<file path="src/rtl/sext_sched_pkg.sv">
// Shared types and helpers for the byte sign/zero-extension scheduler.
package sext_sched_pkg;

    localparam int unsigned SEXT_NREQ = 4;
    // Id field sized for the largest supported requester count (8).
    localparam int unsigned SEXT_ID_W = 3;

    typedef struct packed {
        logic [31:0]          data;
        logic [SEXT_ID_W-1:0] id;
    } sext_resp_t;

    function automatic logic [31:0] sext8to32(logic [7:0] b, logic s);
        return {{24{b[7] & s}}, b};
    endfunction

endpackage

</file>
<file path="src/rtl/rr_arb.sv">
// Combinational round-robin arbiter; the priority pointer lives in the caller.
module rr_arb #(
    parameter int unsigned N   = 4,
    parameter int unsigned IDW = $clog2(N)
) (
    input  logic [N-1:0]   req,
    input  logic           en,
    input  logic [IDW-1:0] ptr,
    output logic [N-1:0]   gnt,
    output logic [IDW-1:0] gnt_idx
);

    logic found;

    // First requester at or after ptr, wrapping circularly.
    always_comb begin
        gnt     = '0;
        gnt_idx = '0;
        found   = 1'b0;
        for (int unsigned i = 0; i < N; i++) begin
            int unsigned k;
            k = 32'(ptr) + i;
            if (k >= N) k = k - N;
            if (en && !found && req[IDW'(k)]) begin
                found          = 1'b1;
                gnt[IDW'(k)]   = 1'b1;
                gnt_idx        = IDW'(k);
            end
        end
    end

endmodule

</file>
<file path="src/rtl/sext_rr_sched.sv">
// Round-robin share of one 8-to-32 extension datapath with a one-entry output buffer.
module sext_rr_sched
    import sext_sched_pkg::*;
#(
    parameter int unsigned NREQ = SEXT_NREQ,
    parameter int unsigned IDW  = $clog2(NREQ)
) (
    input  logic              clk,
    input  logic              reset,
    input  logic [NREQ-1:0]   req_val,
    output logic [NREQ-1:0]   req_rdy,
    input  logic [NREQ*8-1:0] req_in_,
    input  logic [NREQ-1:0]   req_sext,
    output logic              out_val,
    input  logic              out_rdy,
    output logic [31:0]       out,
    output logic [IDW-1:0]    out_id
);

    sext_resp_t     resp_q, resp_d;
    logic           out_val_q, out_val_d;
    logic [IDW-1:0] ptr_q, ptr_d;

    logic           can_accept_c;
    logic [NREQ-1:0] gnt;
    logic [IDW-1:0] gnt_idx;
    logic           xfer_c;
    logic [7:0]     sel_byte_c;
    logic           sel_sext_c;

    assign can_accept_c = !out_val_q || out_rdy;

    rr_arb #(.N(NREQ), .IDW(IDW)) u_arb (
        .req     (req_val),
        .en      (can_accept_c && !reset),
        .ptr     (ptr_q),
        .gnt     (gnt),
        .gnt_idx (gnt_idx)
    );

    assign req_rdy = gnt;
    assign xfer_c  = |(req_val & gnt);

    // One-hot mux of the granted requester's byte and mode.
    always_comb begin
        sel_byte_c = '0;
        sel_sext_c = 1'b0;
        for (int i = 0; i < int'(NREQ); i++) begin
            if (gnt[i]) begin
                sel_byte_c = req_in_[8*i +: 8];
                sel_sext_c = req_sext[i];
            end
        end
    end

    always_comb begin
        resp_d    = resp_q;
        out_val_d = out_val_q;
        ptr_d     = ptr_q;
        if (xfer_c) begin
            resp_d.data = sext8to32(sel_byte_c, sel_sext_c);
            resp_d.id   = SEXT_ID_W'(gnt_idx);
            out_val_d   = 1'b1;
            ptr_d       = (gnt_idx == IDW'(NREQ - 1)) ? '0 : gnt_idx + IDW'(1);
        end else if (out_val_q && out_rdy) begin
            out_val_d = 1'b0;
        end
    end

    always_ff @(posedge clk or posedge reset) begin
        if (reset) begin
            resp_q    <= '0;
            out_val_q <= 1'b0;
            ptr_q     <= '0;
        end else begin
            resp_q    <= resp_d;
            out_val_q <= out_val_d;
            ptr_q     <= ptr_d;
        end
    end

    assign out     = resp_q.data;
    assign out_id  = resp_q.id[IDW-1:0];
    assign out_val = out_val_q;

endmodule
</file>
<file path="config.mk">
export PLATFORM = sky130hd
export DESIGN_NAME = sext_rr_sched
export DESIGN_NICKNAME = d
export VERILOG_FILES = /design/src/rtl/sext_sched_pkg.sv /design/src/rtl/rr_arb.sv /design/src/rtl/sext_rr_sched.sv
export SDC_FILE = /design/constraint.sdc
export NUM_CORES = 1
export LEC_CHECK = 0
export CELL_PAD_IN_SITES_DETAIL_PLACEMENT = 1
export CELL_PAD_IN_SITES_GLOBAL_PLACEMENT = 1
export CORE_UTILIZATION = 27
export CTS_CLUSTER_SIZE = 25
export DETAILED_ROUTE_END_ITERATION = 8
export PLACE_DENSITY_LB_ADDON = 0.05
export SLEW_MARGIN = 0
export SYNTH_ARGS = -nofsm -noshare
export SYNTH_HDL_FRONTEND = slang
export SYNTH_SLANG_ARGS = --single-unit
</file>
<file path="constraint.sdc">
create_clock -name clk -period 3.35 [get_ports clk]
set_clock_uncertainty 0.1 [all_clocks]
set_input_delay 0.335 -clock clk [delete_from_list [all_inputs] [get_ports clk]]
set_output_delay 0.335 -clock clk [all_outputs]
set_load 0.05 [all_outputs]
</file>
==> metrics.log, run 1 <==
INFO  metric final-hold-violation-count = 0
INFO  metric placement.io_buffers = 81
INFO  metric most_common_library_cell_in_the_layout_ignoring_fill_and_taps = clkdlybuf4s50_1
INFO  metric cts_root_buffer = clkbuf_8
INFO  metric switching_share = 0.557
INFO  metric synth_area = 1810 sq um
INFO  metric clock_power_share = 0.054
INFO  metric critPathKind = reg -> reg
INFO  metric cp_slowest_stage_delay = 480 ps
INFO  metric grt_setup_unrepaired = false
INFO  metric synth_edf_count = 0
INFO  metric detail-route-antenna-nets = 0
INFO  metric ioPinCount = 82
INFO  metric highest_clock_rate = 315 MHz
INFO  metric routed-via-count = 1,875
INFO  metric synth-xor-area-share = 0.00966
INFO  metric post_layout_util = 0.431
INFO  metric post_synth_mux_area_share = 0.135
INFO  metric detailedPlace.worstSlack = 56.6 ps
INFO  metric power_density = 1100 nW/um^2
INFO  metric worst-slew-pin-transition = 711 ps
INFO  metric power.combinational.fraction = 0.839
INFO  metric slowest_stage = or3b_2
INFO  metric crit_path_cell_trace = inv_1, ha_2, or3b_2, a21o_1, a21boi_1, o211a_1, a2111oi_4, nand2_2, mux2_2
INFO  metric area_delta_synth_final = 52.6%
INFO  metric avgSynthCellArea = 8.47 sq um
INFO  metric finalNetCount = 336
INFO  metric dpl_cell_area = 2700 sq um
INFO  metric start_util = 0.282
INFO  metric synth.lib_cells_used.distinct = 59
INFO  metric core.rowCount = 29
INFO  metric proportion_of_layout_cells_with_a_drive_suffix_above_1 = 0.204
INFO  metric finalWirelength = 6410 um
INFO  metric post_dr_vias_cell = 5.18
INFO  metric post_synth_inst_count = 214
INFO  metric timing.hold.worst.class = in -> async
INFO  metric grt_overflow = 0
INFO  metric min_period_over_period = 0.946
INFO  metric net-switching-power = 1.70 mW
INFO  metric share_of_synthesized_cell_area_in_and_or_nand_and_nor_gates = 0.184
INFO  metric die-area = 7050 sq um
INFO  metric vdd.ir_drop.worst = 0.000380 V
INFO  metric totalNegativeSetupSlack = 0 ps
INFO  metric insertion_delay = 240 ps
INFO  metric synth_compound_area_frac = 0.264
INFO  metric timing.max_slew.rel_slack = 0.526
INFO  metric ys_dominant_reg_cell = dfrtp_1
INFO  metric worstPathMaxFanout = 11
INFO  metric synth.largest_area_cell = dfrtp_1
INFO  metric yosys_warnings = 0
INFO  metric violations = design-rule violations
INFO  metric postLayoutCellArea = 2770 sq um
INFO  metric final_cell_mix = clkdlybuf4s50_1 (77), buf_4 (20), inv_1 (15), nand2_1 (15)
INFO  metric detailedRoute.firstPassIterationCount = 6
INFO  metric grt_antenna_before_repair = 0
INFO  metric final_count_of_negative_setup_slack_endpoints = 0
INFO  metric cts_tree = yes
INFO  metric max_slew_violations = 0
INFO  metric async_reset_ff_frac = 1.00
INFO  metric status = finished, violations left
INFO  metric synth_top_family_by_area = compound AO/OA/AOI/OAI gates
INFO  metric chipHeight = 83.9 um
INFO  metric route.detailed.drc = 20
INFO  metric clock_tree.buffer_depth = 2
INFO  metric maxCapViolations = 0
INFO  metric synthesized_net_count = 264
INFO  metric core_region_area = 6420 sq um
INFO  metric chipWidth = 83.9 um
INFO  metric post_drt_wl_per_cell = 17.7 um
INFO  metric cellInternalPower = 1.35 mW
INFO  metric vias_in_the_first_global_route = 1,897
INFO  metric worst_endpoint_required_time = 3380 ps
INFO  metric starting_drt_drc_count = 70
INFO  metric synth_top_cells_by_area = dfrtp_1 (19%), buf_4 (9.5%), mux2_4 (7.5%)
INFO  metric final_critical_path_setup_slack = 180 ps
INFO  metric cts-buffers-inserted = 3
INFO  metric gp_congestion = 0.884
INFO  metric cts_sinks = 14
INFO  metric number_of_h_tree_levels = 1
INFO  metric clk_transition_reported_paths = 60 ps
INFO  metric grt_first_pass_wirelength = 10,200 um
INFO  metric end_kind = register
INFO  metric groute.usage.overall = 0.181
INFO  metric worst_setup_path_start_kind = register
INFO  metric yosys.area_share.adder = 0.0483
INFO  metric fin_crit = 3170 ps
INFO  metric antennaDiodeCount = 0
INFO  metric seq_area_frac_synth = 0.193
INFO  metric timing.critical_path.arrival = 3200 ps
INFO  metric post-dp-hpwl = 4960 um
INFO  metric power.share.sequential = 0.107
INFO  metric yosys.area.top_type_share = 0.193
INFO  metric number_of_flip_flops_and_latches_in_the_synthesized_netlist = 14
INFO  metric largest_net_degree_at_the_start_of_global_routing = 26
INFO  metric cellLeakagePower = 1.13 nW
[kinds of logic after synthesis]
family,count (synthesis)
DFF,14
adders and majority gates,7
xor gates and xnor gates,2
buffers and inverters,53
and+or+nand+nor,60
muxes,17
AOI/OAI and AO/OA,61
[per-stage QoR]
step	hold slack (ps)	total power [mW]	std cells
floorplan	143	2.20	214
global placement	402	2.86	358
detailed placement	400	2.86	358
CTS	178	3.04	362
global route	211	3.22	362
finish	177	3.05	362
[synthesized netlist by cell type (all sizes together), types with 2 or more instances]
master   n
or3      2
mux4     2
xnor2    2
dfrtp   14
o31ai    3
nand2   17
clkbuf   2
nor3b    4
o22ai    2
nand3    9
a21oi    3
a31oi   14
ha       7
nand3b   2
inv     19
a222oi   2
mux2i    5
nand4    3
and4     3
o21ai   10
a22oi    2
buf     32
o221ai   8
mux2    10
nand2b   5
a21boi   2
nor2     5
o211ai   2
and3     4
[routing by layer]
metal	global-route usage	vias to the layer above	share of wire
met4	0.0408	0	0.0098
met3	0.0356	6	0.048
li1	-	918	-
met2	0.290	58	0.45
met1	0.251	893	0.50
met5	0	-	0
[worst max-delay path: cells and delay by family, from the launching register on]
| kind | cells | cell delay, ps |
|---|---|---|
| AND/OR/NAND/NOR | 2 | 800 |
| buffers and inverters | 1 | 150 |
| flip-flops | 1 | 370 |
| adder cells (fa/ha/maj) | 1 | 380 |
| multiplexers | 1 | 380 |
| AO/OA/AOI/OAI | 4 | 870 |
[path summary, 6_finish.rpt]
kind                            startpoint   endpoint  slack (ps)  depth (start not counted)
worst max-delay path              ptr_q[1]     out[6]         180                          9
worst min-delay path                 reset     out[8]         180                          2
worst max register to register    ptr_q[1]     out[6]         180                          9
worst min register to register      out[3]     out[3]         410                          1
max in group asynchronous            reset  out_id[0]        2560                          3
min in group clk                    out[3]     out[3]         410                          1
[sequential cells by signal (all words and copies together), names as in the netlist, named ones only]
signal,count
out_id,2
out_val,1
out,9
ptr_q,1
[layout make-up]
| class | count | area, sq um |
|---|---|---|
| Clock buffer | 4 | 55.1 |
| Inverter | 19 | 71.3 |
| Timing Repair Buffer | 101 | 1000 |
| Multi-Input combinational cell | 147 | 1190 |
| Sequential cell | 14 | 350 |
| Tap cell | 77 | 96.3 |
| Fill cell | 747 | 3660 |
[power by group through the flow]
stage	combinational (mW)	clock, mW	sequential, mW
finish	2.56	0.166	0.325
global placement	2.53	0	0.328
CTS	2.54	0.170	0.327
global route	2.71	0.177	0.338
detailed placement	2.53	0	0.329
floorplan	1.64	0	0.553
[what timing repair did]
item,4_1_cts,5_1_grt
endpoints found under the setup margin,0,12
buffers inserted,0,0
hold buffers,0,0
gates resized for setup,0,3
Note: power is estimated with default switching activity, not from simulation.
==> inputs of run 2 (changes only) <==
Settings changed: CTS_CLUSTER_DIAMETER from default to 40.
==> results of run 2 <==
The final DEF is identical to that of run 1; final timing and power are the same.
